===== src/rtl/rs_encode_stream.sv =====
// Systematic Reed-Solomon encoder, GF(2^SYM_W), streaming valid/ready, one output register stage.
// Optional build macro RS_SHORTEN_EN adds a per-codeword k_len input for shortened codewords.
`default_nettype none

module rs_encode_stream #(
  parameter int SYM_W = 4,
  parameter int N     = 15,
  parameter int K     = 9,
  parameter logic [SYM_W:0]           PRIM_POLY = 5'b10011,
  parameter logic [(N-K)*SYM_W-1:0]   GEN_COEF  = 24'h793CAC
) (
  input  logic               clk,
  input  logic               rst,
  input  logic               clr,
`ifdef RS_SHORTEN_EN
  input  logic [$clog2(K+1)-1:0] k_len,
`endif
  input  logic               in_valid,
  output logic               in_ready,
  input  logic [SYM_W-1:0]   in_data,
  output logic               out_valid,
  input  logic               out_ready,
  output logic [SYM_W-1:0]   out_data,
  output logic               out_parity,
  output logic               out_last,
  output logic               busy
);

  localparam int NP = N - K;
  localparam int LW = NP * SYM_W;
  localparam int CW = $clog2(N + 1);

  localparam logic [1:0] S_IDLE = 2'd0;
  localparam logic [1:0] S_MSG  = 2'd1;
  localparam logic [1:0] S_PAR  = 2'd2;

  function automatic logic [SYM_W-1:0] gmul(input logic [SYM_W-1:0] a,
                                            input logic [SYM_W-1:0] b);
    logic [SYM_W-1:0] acc;
    logic [SYM_W-1:0] sh;
    acc = '0;
    sh  = a;
    for (int i = 0; i < SYM_W; i++) begin
      if (b[i]) acc = acc ^ sh;
      sh = {sh[SYM_W-2:0], 1'b0} ^ (sh[SYM_W-1] ? PRIM_POLY[SYM_W-1:0] : '0);
    end
    return acc;
  endfunction

  logic [1:0]       state_q, state_d;
  logic [LW-1:0]    lfsr_q, lfsr_d;
  logic [CW-1:0]    cnt_q, cnt_d;
  logic             out_valid_q, out_valid_d;
  logic [SYM_W-1:0] out_data_q, out_data_d;
  logic             out_parity_q, out_parity_d;
  logic             out_last_q, out_last_d;

  logic             slot_free;
  logic             accept;
  logic [SYM_W-1:0] fb;
  logic [LW-1:0]    gprod;
  logic [CW-1:0]    cur_len;

  assign slot_free = !out_valid_q || out_ready;
  assign in_ready  = (state_q != S_PAR) && slot_free;
  assign accept    = in_valid && in_ready;
  assign fb        = in_data ^ lfsr_q[LW-1 -: SYM_W];

  always_comb begin
    gprod = '0;
    for (int i = 0; i < NP; i++)
      gprod[i*SYM_W +: SYM_W] = gmul(fb, GEN_COEF[i*SYM_W +: SYM_W]);
  end

`ifdef RS_SHORTEN_EN
  localparam int KW = $clog2(K + 1);
  logic [CW-1:0] mlen_q, mlen_d;
  logic [CW-1:0] klen_eff;
  // Out-of-range lengths fall back to the full message length.
  assign klen_eff = (k_len == '0 || k_len > KW'(K)) ? CW'(K) : CW'(k_len);
  assign cur_len  = (state_q == S_IDLE) ? klen_eff : mlen_q;
`else
  assign cur_len  = CW'(K);
`endif

  always_comb begin
    state_d      = state_q;
    lfsr_d       = lfsr_q;
    cnt_d        = cnt_q;
    out_valid_d  = out_valid_q && !out_ready;
    out_data_d   = out_data_q;
    out_parity_d = out_valid_d ? out_parity_q : 1'b0;
    out_last_d   = out_valid_d ? out_last_q : 1'b0;
`ifdef RS_SHORTEN_EN
    mlen_d       = mlen_q;
`endif
    if (clr) begin
      state_d      = S_IDLE;
      lfsr_d       = '0;
      cnt_d        = '0;
      out_valid_d  = 1'b0;
      out_parity_d = 1'b0;
      out_last_d   = 1'b0;
    end else if (accept) begin
      lfsr_d       = (lfsr_q << SYM_W) ^ gprod;
      out_data_d   = in_data;
      out_valid_d  = 1'b1;
      out_parity_d = 1'b0;
      out_last_d   = 1'b0;
`ifdef RS_SHORTEN_EN
      if (state_q == S_IDLE) mlen_d = klen_eff;
`endif
      if (cnt_q + CW'(1) == cur_len) begin
        state_d = S_PAR;
        cnt_d   = '0;
      end else begin
        state_d = S_MSG;
        cnt_d   = cnt_q + CW'(1);
      end
    end else if (state_q == S_PAR && slot_free) begin
      out_data_d   = lfsr_q[LW-1 -: SYM_W];
      out_valid_d  = 1'b1;
      out_parity_d = 1'b1;
      lfsr_d       = lfsr_q << SYM_W;
      // Returning to IDLE as the last parity enters the output register lets
      // the next codeword start the same cycle that parity is consumed.
      if (cnt_q == CW'(NP - 1)) begin
        out_last_d = 1'b1;
        state_d    = S_IDLE;
        cnt_d      = '0;
        lfsr_d     = '0;
      end else begin
        out_last_d = 1'b0;
        cnt_d      = cnt_q + CW'(1);
      end
    end
  end

  always_ff @(posedge clk or posedge rst) begin
    if (rst) begin
      state_q      <= S_IDLE;
      lfsr_q       <= '0;
      cnt_q        <= '0;
      out_valid_q  <= 1'b0;
      out_data_q   <= '0;
      out_parity_q <= 1'b0;
      out_last_q   <= 1'b0;
`ifdef RS_SHORTEN_EN
      mlen_q       <= CW'(K);
`endif
    end else begin
      state_q      <= state_d;
      lfsr_q       <= lfsr_d;
      cnt_q        <= cnt_d;
      out_valid_q  <= out_valid_d;
      out_data_q   <= out_data_d;
      out_parity_q <= out_parity_d;
      out_last_q   <= out_last_d;
`ifdef RS_SHORTEN_EN
      mlen_q       <= mlen_d;
`endif
    end
  end

  assign out_valid  = out_valid_q;
  assign out_data   = out_data_q;
  assign out_parity = out_parity_q;
  assign out_last   = out_last_q;
  assign busy       = (state_q != S_IDLE);

endmodule

`default_nettype wire


===== config.mk =====
export PLATFORM = sky130hd
export DESIGN_NAME = rs_encode_stream
export DESIGN_NICKNAME = d
export VERILOG_FILES = /design/src/rtl/rs_encode_stream.sv
export SDC_FILE = /design/constraint.sdc
export NUM_CORES = 1
export LEC_CHECK = 0
export ABC_AREA = 1
export BUFFER_PORTS_ARGS = -buffer_cell sky130_fd_sc_hd__buf_2
export CAP_MARGIN = 15
export CORE_MARGIN = 2
export CORE_UTILIZATION = 45
export DETAILED_ROUTE_END_ITERATION = 10
export SYNTH_ARGS = -nofsm -noshare
export SYNTH_HDL_FRONTEND = slang
export SYNTH_SLANG_ARGS = --single-unit

===== constraint.sdc =====
create_clock -name clk -period 1.7 [get_ports clk]
set_input_delay 0.17 -clock clk [delete_from_list [all_inputs] [get_ports clk]]
set_output_delay 0.17 -clock clk [all_outputs]
set_load 0.02 [all_outputs]

==> metrics.md, run 1 <==
| Metric | Value |
|---|---|
| Nature of the critical path endpoint | `flip-flop` |
| Power share of the combinational group | `0.255` |
| First-pass GRT wire length | `8760 um` |
| Fin. max-slew vios | `0` |
| Ys flop type | `dfrtp_1` |
| Switch share | `0.332` |
| Area growth syn-to-layout | `15.1%` |
| Crit path largest cell delay | `0.42 ns` |
| Post-DP HPWL | `3470 um` |
| Clock Skews | `0.0130 ns` |
| Pin count of the biggest net entering global routing | `38` |
| Footprint of the multi-input gates | `1040 um2` |
| Syn nets | `302` |
| Switching Power | `730 uW` |
| All-Layer GR Usage | `0.215` |
| Routability cong. | `0.762` |
| CP max stage cell | `dfrtp_1` |
| Max Clk Rate | `0.658 GHz` |
| Dpl ws | `0.0700 ns` |
| Final period utilization | `0.894` |
| Clock latency on the worst-skew pair | `0.30 ns` |
| Most numerous cell in the Yosys netlist | `nand2_1` |
| # DRC | `0` |
| Share of layout cells above drive strength 1 | `0.196` |
| Setup Buffers After CTS | `0` |
| Worst flop-to-flop path endpoint | `lfsr_q[13]` |
| CTS buffer count | `5` |
| Cell Rows | `25` |
| Max Buffers Root-to-Sink | `2` |
| DIE AREA | `5300 um2` |
| GRT overflow | `0` |
| Port Buffers | `17` |
| Hold Path Stages | `3` |
| Cell Pwr Density | `896 nW/um2` |
| Top cells by area, synth | `dfrtp_1 43%, nand2_1 16%, nand3_1 8.2%` |
| Hold Vio Cnt, Final | `0` |
| Clock Power Share | `0.288` |
| Reg clk slew, reported paths | `0.07 ns` |
| Via total after detailed routing | `1928` |
| Reg2Reg Depth | `9` |
| Crit path DAT | `1.73 ns` |
| Hold_ws | `0.116 ns` |
| Core area | `4630 um2` |
| Final WL | `5000 um` |
| Die span in x | `72.8 um` |
| Unique masters post-synth | `25` |
| Slew HR | `0.673` |
| Nets | `329` |
| Post-synth ARST share | `1.00` |
| Non-Filler Instances | `371` |
| DRT antenna net count | `0` |
| Vias in the first global route | `1858` |
| Critical path startpoint category | `flip-flop` |
| Initial DRT Pass Iterations | `4` |
| FILL cells | `453` |
| Antenna diodes | `0` |
| Critical path type | `flip-flop to flip-flop` |
| Hold Crit Class | `input port to flip-flop` |
| Number of synthesized flops with an enable pin | `0` |
| P_leak | `1.22 nW` |
| Minimum clock period | `1.52 ns` |
| Reg-to-Reg Start | `lfsr_q[23]` |
| CTS sink cnt | `37` |
| Final setup TNS | `0 ns` |
| Most used cell, CP | `nand2_1` |
| Status | `finished clean` |
| Worst Tran Pin Value | `0.490 ns` |
| Slack of the worst reg-to-reg path | `0.18 ns` |
| Hold Path End | `out_valid` |
| Top fanout value on the critical path | `7` |
| Post-Syn Area | `2130 um2` |
| Sequential fraction of the synthesis area | `0.434` |
| Dpl cells | `363` |
| Clock root cell | `clkbuf_8` |
| Critical path cell sequence | `inv_2 -> nand2_1 -> nand2_1 -> nand2_1 -> nand3_1 -> nand3_1 -> nand2_1 -> nand2_1 -> o21ai_1` |
| Wire length per cell | `13.5 um` |
| Top cells by count, synth | `92 x nand2_1, 37 x dfrtp_1, 35 x nand3_1` |
| Post-synth top area cell | `dfrtp_1` |
| Worst VDD drop | `0.000469 V` |
| Sequential share of power | `0.457` |
| Setup slack after layout | `0.180 ns` |
| P_int | `1.47 mW` |
| Synthesis Warnings | `0` |
| CTS tree | `done` |
| IO Count | `18` |
| Synth Instances | `290` |
| Via density | `5.20` |
| Initial antenna violation count | `0` |
| Hold_sp | `in_valid` |
| # Max-Cap Violations | `0` |
| Syn_area_per_cell | `7.35 um2` |
| Die Y | `72.8 um` |
| CP required | `1.91 ns` |
| Seq cells post-synth | `37` |
| RSZ-0062 raised after global routing | `false` |
| Number of H-tree branching levels | `2` |
| Initial core utilization | `0.461` |
| DRT iter0 DRCs | `140` |
| Yosys top cell area share | `0.434` |
| Register area | `926 um2` |
| Final setup vio count | `0` |
==> timing repair <==
| action | CTS | global route |
|---|---|---|
| setup endpoints to repair | 0 | 18 |
| endpoints found under the hold margin | 12 | 0 |
| hold buffers | 1 | 0 |
| gates resized for setup | 0 | 9 |
==> metal layers <==
metal	vias up	track usage	wire length, um
li1	976	-	-
met1	908	0.282	2290
met2	36	0.361	2450
met3	8	0.0414	193
met4	0	0.0679	68
met5	-	0	0
==> stage by stage <==
step                total power, mW   util  area [um2]
floorplan                      1.41      -        2130
global placement               1.57  0.504        2330
detailed placement             1.57  0.504        2330
CTS                            2.21  0.524        2430
global route                   2.35  0.530        2450
finish                         2.20  0.530        2450
==> worst max-delay path: cells and delay by family (launching register included) <==
family | cells | cell delay (ns)
flip-flops | 1 | 0.42
AO/OA/AOI/OAI | 1 | 0.14
AND/OR/NAND/NOR | 7 | 0.80
buffers and inverters | 1 | 0.08
==> registers in the layout, indices dropped and copies added (netlist names) <==
name / flops
out_data: 4
out_parity: 1
lfsr_q: 24
cnt_q: 4
state_q: 2
out_last: 1
out_valid: 1
==> power groups by stage <==
stage,registers [mW],clock network [mW],logic [mW]
final,1.00,0.634,0.562
after global routing,1.02,0.691,0.640
after CTS,1.00,0.655,0.554
after detailed placement,1.02,0,0.549
after global placement,1.02,0,0.546
after floorplan,1.04,0,0.375
==> final cells by class <==
class                           instances  area share
Multi-Input combinational cell        207       0.423
Sequential cell                        37       0.377
Timing Repair Buffer                   28      0.0795
Inverter                               38      0.0581
Clock buffer                            7      0.0352
Tap cell                               54      0.0275
==> cell usage in the layout (no fill, tap or decap), types with 6 or more instances in the layout <==
master / count
nand2_1: 88
dfrtp_1: 37
nand3_1: 34
inv_1: 30
buf_2: 17
o21ai_1: 14
nand2_2: 12
nor2_1: 11
inv_2: 8
buf_4: 8
o21ai_0: 7
o22ai_1: 7
a21oi_1: 7
clkbuf_8: 6
==> cell families after synthesis <==
group                      after synthesis  share of synthesized area
buffers and inverters                   46                     0.0921
DFF                                     37                      0.434
adders and majority gates                3                     0.0176
AOI/OAI and AO/OA                       42                      0.109
xor gates and xnor gates                 7                     0.0323
and+or+nand+nor                        155                      0.315
==> worst max-delay path by stage <==
stage          startpoint          to  slack (ns)  cells past startpoint
2_1_floorplan   out_valid  lfsr_q[11]        0.28                      8
3_3_place_gp     cnt_q[1]   lfsr_q[4]        0.06                     10
3_5_place_dp     cnt_q[1]   lfsr_q[4]        0.07                     10
4_1_cts          cnt_q[1]   lfsr_q[4]        0.05                     10
5_1_grt        lfsr_q[23]  lfsr_q[20]       0.003                     11
6_report       lfsr_q[23]  lfsr_q[13]        0.18                      9
Power figures use the tool's default switching activity.
==> inputs of run 2 (changes only) <==
--- a/config.mk
+++ b/config.mk
@@ -11,6 +11,7 @@
 export CORE_MARGIN = 2
 export CORE_UTILIZATION = 45
 export DETAILED_ROUTE_END_ITERATION = 10
+export PLACE_DENSITY_LB_ADDON = 0.1
 export SYNTH_ARGS = -nofsm -noshare
 export SYNTH_HDL_FRONTEND = slang
 export SYNTH_SLANG_ARGS = --single-unit
==> run 2 against run 1 <==
The flow now finishes with violations (hold timing). Sequential share of layout area increased by 0.49 points. Cell count shrank 0.27%. Global-route usage shrank 0.41 points. Die area did not move. Critical path depth shrank 1. Via count decreased by 1.4%. Flip-flop and latch count unchanged. Largest power group unchanged. Highest routed layer unchanged.
==> metrics.md, run 2 (synthesis gave the netlist of run 1 again) <==
| Metric | Value |
|---|---|
| RSZ-0062 raised after global routing | `false` |
| Largest register FFs | `24` |
| Antenna diodes | `0` |
| Critical Path Source | `lfsr_q[22]` |
| Post-CTS Hold Fix Bufs | `0` |
| Pin count of the biggest net entering global routing | `38` |
| Post-DP HPWL | `3660 um` |
| Hold Crit Class | `input port to asynchronous set/reset pin` |
| Area growth syn-to-layout | `13.7%` |
| Nets | `328` |
| Initial DRT Pass Iterations | `5` |
| Minimum clock period | `1.56 ns` |
| Core area | `4630 um2` |
| Clock root cell | `clkbuf_8` |
| Critical path type | `flip-flop to flip-flop` |
| Final WL | `4980 um` |
| Max Buffers Root-to-Sink | `2` |
| Fin. max-slew vios | `0` |
| Hold_ws | `-0.00931 ns` |
| First-pass GRT wire length | `8440 um` |
| Number of H-tree branching levels | `2` |
| Total power | `2.18 mW` |
| CP required | `1.86 ns` |
| Setup Buffers After CTS | `0` |
| Most used cell, CP | `nand2_2` |
| Initial core utilization | `0.461` |
| Reg clk slew, reported paths | `0.07 ns` |
| Hold Vio Cnt, Final | `16` |
| Worst flop-to-flop path endpoint | `lfsr_q[5]` |
| DRT antenna net count | `0` |
| Final setup TNS | `0 ns` |
| Clock Skews | `0.00369 ns` |
| Critical path startpoint category | `flip-flop` |
| Top fanout value on the critical path | `6` |
| Crit path DAT | `1.73 ns` |
| Clock latency on the worst-skew pair | `0.28 ns` |
| Die span in x | `72.8 um` |
| Vias in the first global route | `1762` |
| Port Buffers | `17` |
| Critical path cell sequence | `xnor2_1 -> nand2_2 -> nand2_2 -> nand2_4 -> nand2_2 -> nand2_2 -> nand3_1 -> nand3_1` |
| Failing checks | `hold timing` |
| # DRC | `0` |
| Routability cong. | `0.842` |
| Wire length per cell | `13.5 um` |
| DRT iter0 DRCs | `138` |
| Most frequent cells in the layout | `90 x nand2_1, 37 x dfrtp_1, 34 x nand3_1` |
| Slew HR | `0.670` |
| DIE AREA | `5300 um2` |
| Biggest register | `lfsr_q` |
| Worst Tran Pin Value | `0.495 ns` |
| Slack of the worst reg-to-reg path | `0.14 ns` |
| Commonest non-fill, non-tap cell in the layout | `nand2_1` |
| Share of layout cells above drive strength 1 | `0.187` |
| CTS tree | `done` |
| CTS buffer count | `5` |
| Via density | `5.14` |
| Cell Pwr Density | `900 nW/um2` |
| Die Y | `72.8 um` |
| CP max stage cell | `dfrtp_1` |
| Crit path largest cell delay | `0.45 ns` |
| All-Layer GR Usage | `0.211` |
| Reg2Reg Depth | `8` |
| Initial antenna violation count | `0` |
| Max Clk Rate | `0.639 GHz` |
| Final setup vio count | `0` |
| Cell Rows | `25` |
| GRT overflow | `0` |
| IO Count | `18` |
| Via total after detailed routing | `1901` |
| # Max-Cap Violations | `0` |
| Reg-to-Reg Start | `lfsr_q[22]` |
| CTS sink cnt | `37` |
| Final period utilization | `0.920` |
| Worst VDD drop | `0.000435 V` |
| Nature of the critical path endpoint | `flip-flop` |
| P_leak | `1.21 nW` |
| Status | `finished, violations left` |
==> run 2: cell types whose count changed in the layout (fill, tap and decap cells not counted), sizes merged <==
cell / change
dlygate4sd3: -1
==> run 2: timing repair <==
action                                 CTS  global route
gates resized for setup                  0             5
setup endpoints to repair                0             7
endpoints found under the hold margin    0             0
==> run 2: worst max path at each step <==
stage / end / slack (ns) / cells after the start
after CTS: lfsr_q[9] / 0.1 / 7
after global placement: lfsr_q[23] / 0.16 / 9
after global routing: lfsr_q[20] / 0.008 / 11
after floorplan: lfsr_q[11] / 0.28 / 8
final: lfsr_q[5] / 0.14 / 8
after detailed placement: lfsr_q[4] / 0.12 / 8
==> run 2: per-layer routing <==
metal	up-vias	track usage	wire [um]
met5	-	0	0
met4	0	0.0514	59
met1	888	0.286	2370
li1	981	-	-
met3	7	0.0442	132
met2	25	0.348	2420
==> run 2: critical path, delay by kind of cell (launching register included) <==
kind,cells,cell delay [ns]
simple gates,7,0.59
flops,1,0.45
xor+xnor,1,0.39
==> run 2: power breakdown <==
group | total [mW] | internal [mW] | switching (mW) | leakage, nW
logic | 0.553 | 0.182 | 0.370 | 0.676
clock network | 0.622 | 0.322 | 0.301 | 0.0443
registers | 1.01 | 0.957 | 0.0497 | 0.494
==> run 2: stage by stage <==
step           cells  setup slack [ns]  utilization  instance area [um2]  hold WS, ns
5_1_grt          370           0.00817        0.524                 2420       0.0350
3_5_place_dp     363             0.122        0.501                 2320        0.319
3_3_place_gp     363             0.159        0.501                 2320        0.314
4_1_cts          370            0.0956        0.519                 2400      0.00902
6_report         370             0.135        0.524                 2420     -0.00931
2_1_floorplan    290             0.283            -                 2130        0.233
==> run 2: cell type report <==
class                   count  area (um2)
fillers                   472        2210
multi-input cells         207        1030
flip-flops and latches     37         926
repair buffers             27         173
inverters                  38         143
clock buffers               7        86.3
well taps                  54        67.6
==> inputs of run 3 (changes only) <==
--- a/config.mk
+++ b/config.mk
@@ -8,8 +8,8 @@
 export ABC_AREA = 1
 export BUFFER_PORTS_ARGS = -buffer_cell sky130_fd_sc_hd__buf_2
 export CAP_MARGIN = 15
-export CORE_MARGIN = 2
 export CORE_UTILIZATION = 45
+export CTS_CLUSTER_SIZE = 14
 export DETAILED_ROUTE_END_ITERATION = 10
 export PLACE_DENSITY_LB_ADDON = 0.1
 export SYNTH_ARGS = -nofsm -noshare
==> run 3 against run 2 <==
The run now ends clean. Power shrank 0.39%. Setup slack lost 0.043 ns. Sequential power is essentially flat. Global-route usage grew 0.72 points. Cell area grew 1.2%. Largest power group unchanged.
==> metrics.md, run 3 (synthesis gave the netlist of run 1 again) <==
| Metric | Value |
|---|---|
| Max Buffers Root-to-Sink | `2` |
| Vias in the first global route | `1763` |
| Met3 GRT Util | `0.0427` |
| Most frequent cells in the layout | `90 x nand2_1, 37 x dfrtp_1, 34 x nand3_1` |
| Post-layout util | `0.552` |
| Via density | `5.14` |
| # Max-Cap Violations | `0` |
| CP required | `1.87 ns` |
| Share of layout cells above drive strength 1 | `0.188` |
| First-pass GRT wire length | `8450 um` |
| Commonest non-fill, non-tap cell in the layout | `nand2_1` |
| Clock root cell | `clkbuf_8` |
| Setup Buffers After CTS | `0` |
| Final WL | `4910 um` |
| Nature of the critical path endpoint | `flip-flop` |
| Status | `finished clean` |
| Final setup vio count | `0` |
| Buf/Inv on CP | `2` |
| Slack of the worst reg-to-reg path | `0.09 ns` |
| Hold Vio Cnt, Final | `0` |
| Worst VDD drop | `0.000404 V` |
| Crit path DAT | `1.77 ns` |
| Post-DP HPWL | `3570 um` |
| Clock Skews | `0.00269 ns` |
| CTS tree | `done` |
| Cell Pwr Density | `886 nW/um2` |
| IO Count | `18` |
| DRT antenna net count | `0` |
| Crit path largest cell delay | `0.39 ns` |
| DIE AREA | `5020 um2` |
| Antenna diodes | `0` |
| Initial antenna violation count | `0` |
| Clock latency on the worst-skew pair | `0.29 ns` |
| # DRC | `0` |
| CTS buffer count | `5` |
| DRT iter0 DRCs | `118` |
| GRT overflow | `0` |
| Die Y | `70.8 um` |
| Critical path cell sequence | `inv_1 -> ha_1 -> nand2_1 -> nor2_1 -> nand2_1 -> nand2_1 -> buf_4 -> a21oi_1 -> o21ai_1 -> o21ai_0` |
| Top fanout value on the critical path | `8` |
| Die span in x | `70.8 um` |
| Number of H-tree branching levels | `2` |
| Total power | `2.17 mW` |
| Largest register FFs | `24` |
| Area growth syn-to-layout | `15.0%` |
| CTS sink cnt | `37` |
| P_leak | `1.23 nW` |
| Worst Tran Pin Value | `0.481 ns` |
| Max Clk Rate | `0.622 GHz` |
| Top delay family on crit path | `simple AND/OR/NAND/NOR gates` |
| Pin count of the biggest net entering global routing | `38` |
| Initial DRT Pass Iterations | `4` |
| Final period utilization | `0.945` |
| Critical path type | `flip-flop to flip-flop` |
| GR met2 Demand/Resource | `0.329` |
| Met1 Usage GRT | `0.314` |
| Initial core utilization | `0.480` |
| Slew HR | `0.679` |
| Nets | `331` |
| Biggest register | `lfsr_q` |
| Reg clk slew, reported paths | `0.07 ns` |
| Cell Rows | `24` |
| Port Buffers | `17` |
| Most used routing layer | `met2` |
| Core area | `4440 um2` |
| CP max stage cell | `dfrtp_1` |
| Hold Crit Class | `input port to flip-flop` |
| Hold_ws | `0.124 ns` |
| Most used cell, CP | `nand2_1` |
| Final setup TNS | `0 ns` |
| Via total after detailed routing | `1911` |
| Fin. max-slew vios | `0` |
| All-Layer GR Usage | `0.219` |
| Routability cong. | `0.796` |
| Minimum clock period | `1.61 ns` |
| RSZ-0062 raised after global routing | `false` |
| Critical path startpoint category | `flip-flop` |
| Wire length per cell | `13.2 um` |
[run 3: final timing paths]
| check | from | to | cells after the start |
|---|---|---|---|
| max in group asynchronous | rst | out_data[2] | 4 |
| worst min register to register | lfsr_q[15] | lfsr_q[15] | 2 |
| worst max register to register | cnt_q[1] | lfsr_q[4] | 10 |
| worst max-delay path | cnt_q[1] | lfsr_q[4] | 10 |
| worst min-delay path | in_valid | out_valid | 3 |
| min in group asynchronous | rst | state_q[0] | 4 |
[run 3: final cells by class]
class                   count  area [um2]
clock buffers               7        76.3
clock inverters             1        7.51
fillers                   443        1990
inverters                  38         143
multi-input cells         207        1020
flip-flops and latches     37         926
well taps                  52        65.1
repair buffers             30         210
[run 3: worst register-to-register path: cells and delay by family, from the launching register on]
| kind | cells | cell delay, ns |
|---|---|---|
| buffers and inverters | 2 | 0.29 |
| DFF | 1 | 0.39 |
| and+or+nand+nor | 4 | 0.43 |
| AOI/OAI and AO/OA | 3 | 0.23 |
| adders and majority gates | 1 | 0.15 |
[run 3: per-stage QoR]
step	setup slack, ns	area (um2)	std cells
after floorplan	0.283	2130	290
after global placement	0.126	2340	363
after detailed placement	0.103	2340	363
after CTS	0.0826	2440	372
after global routing	0.00207	2450	372
final	0.0928	2450	372
[run 3: power breakdown]
part           leakage (nW)  total (mW)  switching, mW  internal, mW
Combinational         0.694       0.566          0.369         0.197
Sequential            0.494        1.01         0.0502         0.956
Clock                0.0385       0.601          0.311         0.290
Total                  1.23        2.17          0.730          1.44
[run 3: metal layers]
metal	wire length, um	vias up
met5	0	-
met4	106	0
met3	185	10
met2	2180	34
met1	2440	876
li1	-	991
[run 3: timing repair]
action / 4_1_cts / 5_1_grt
setup endpoints to repair: 0 / 11
hold buffers: 1 / 0
endpoints found under the hold margin: 31 / 0
gates resized for setup: 0 / 4
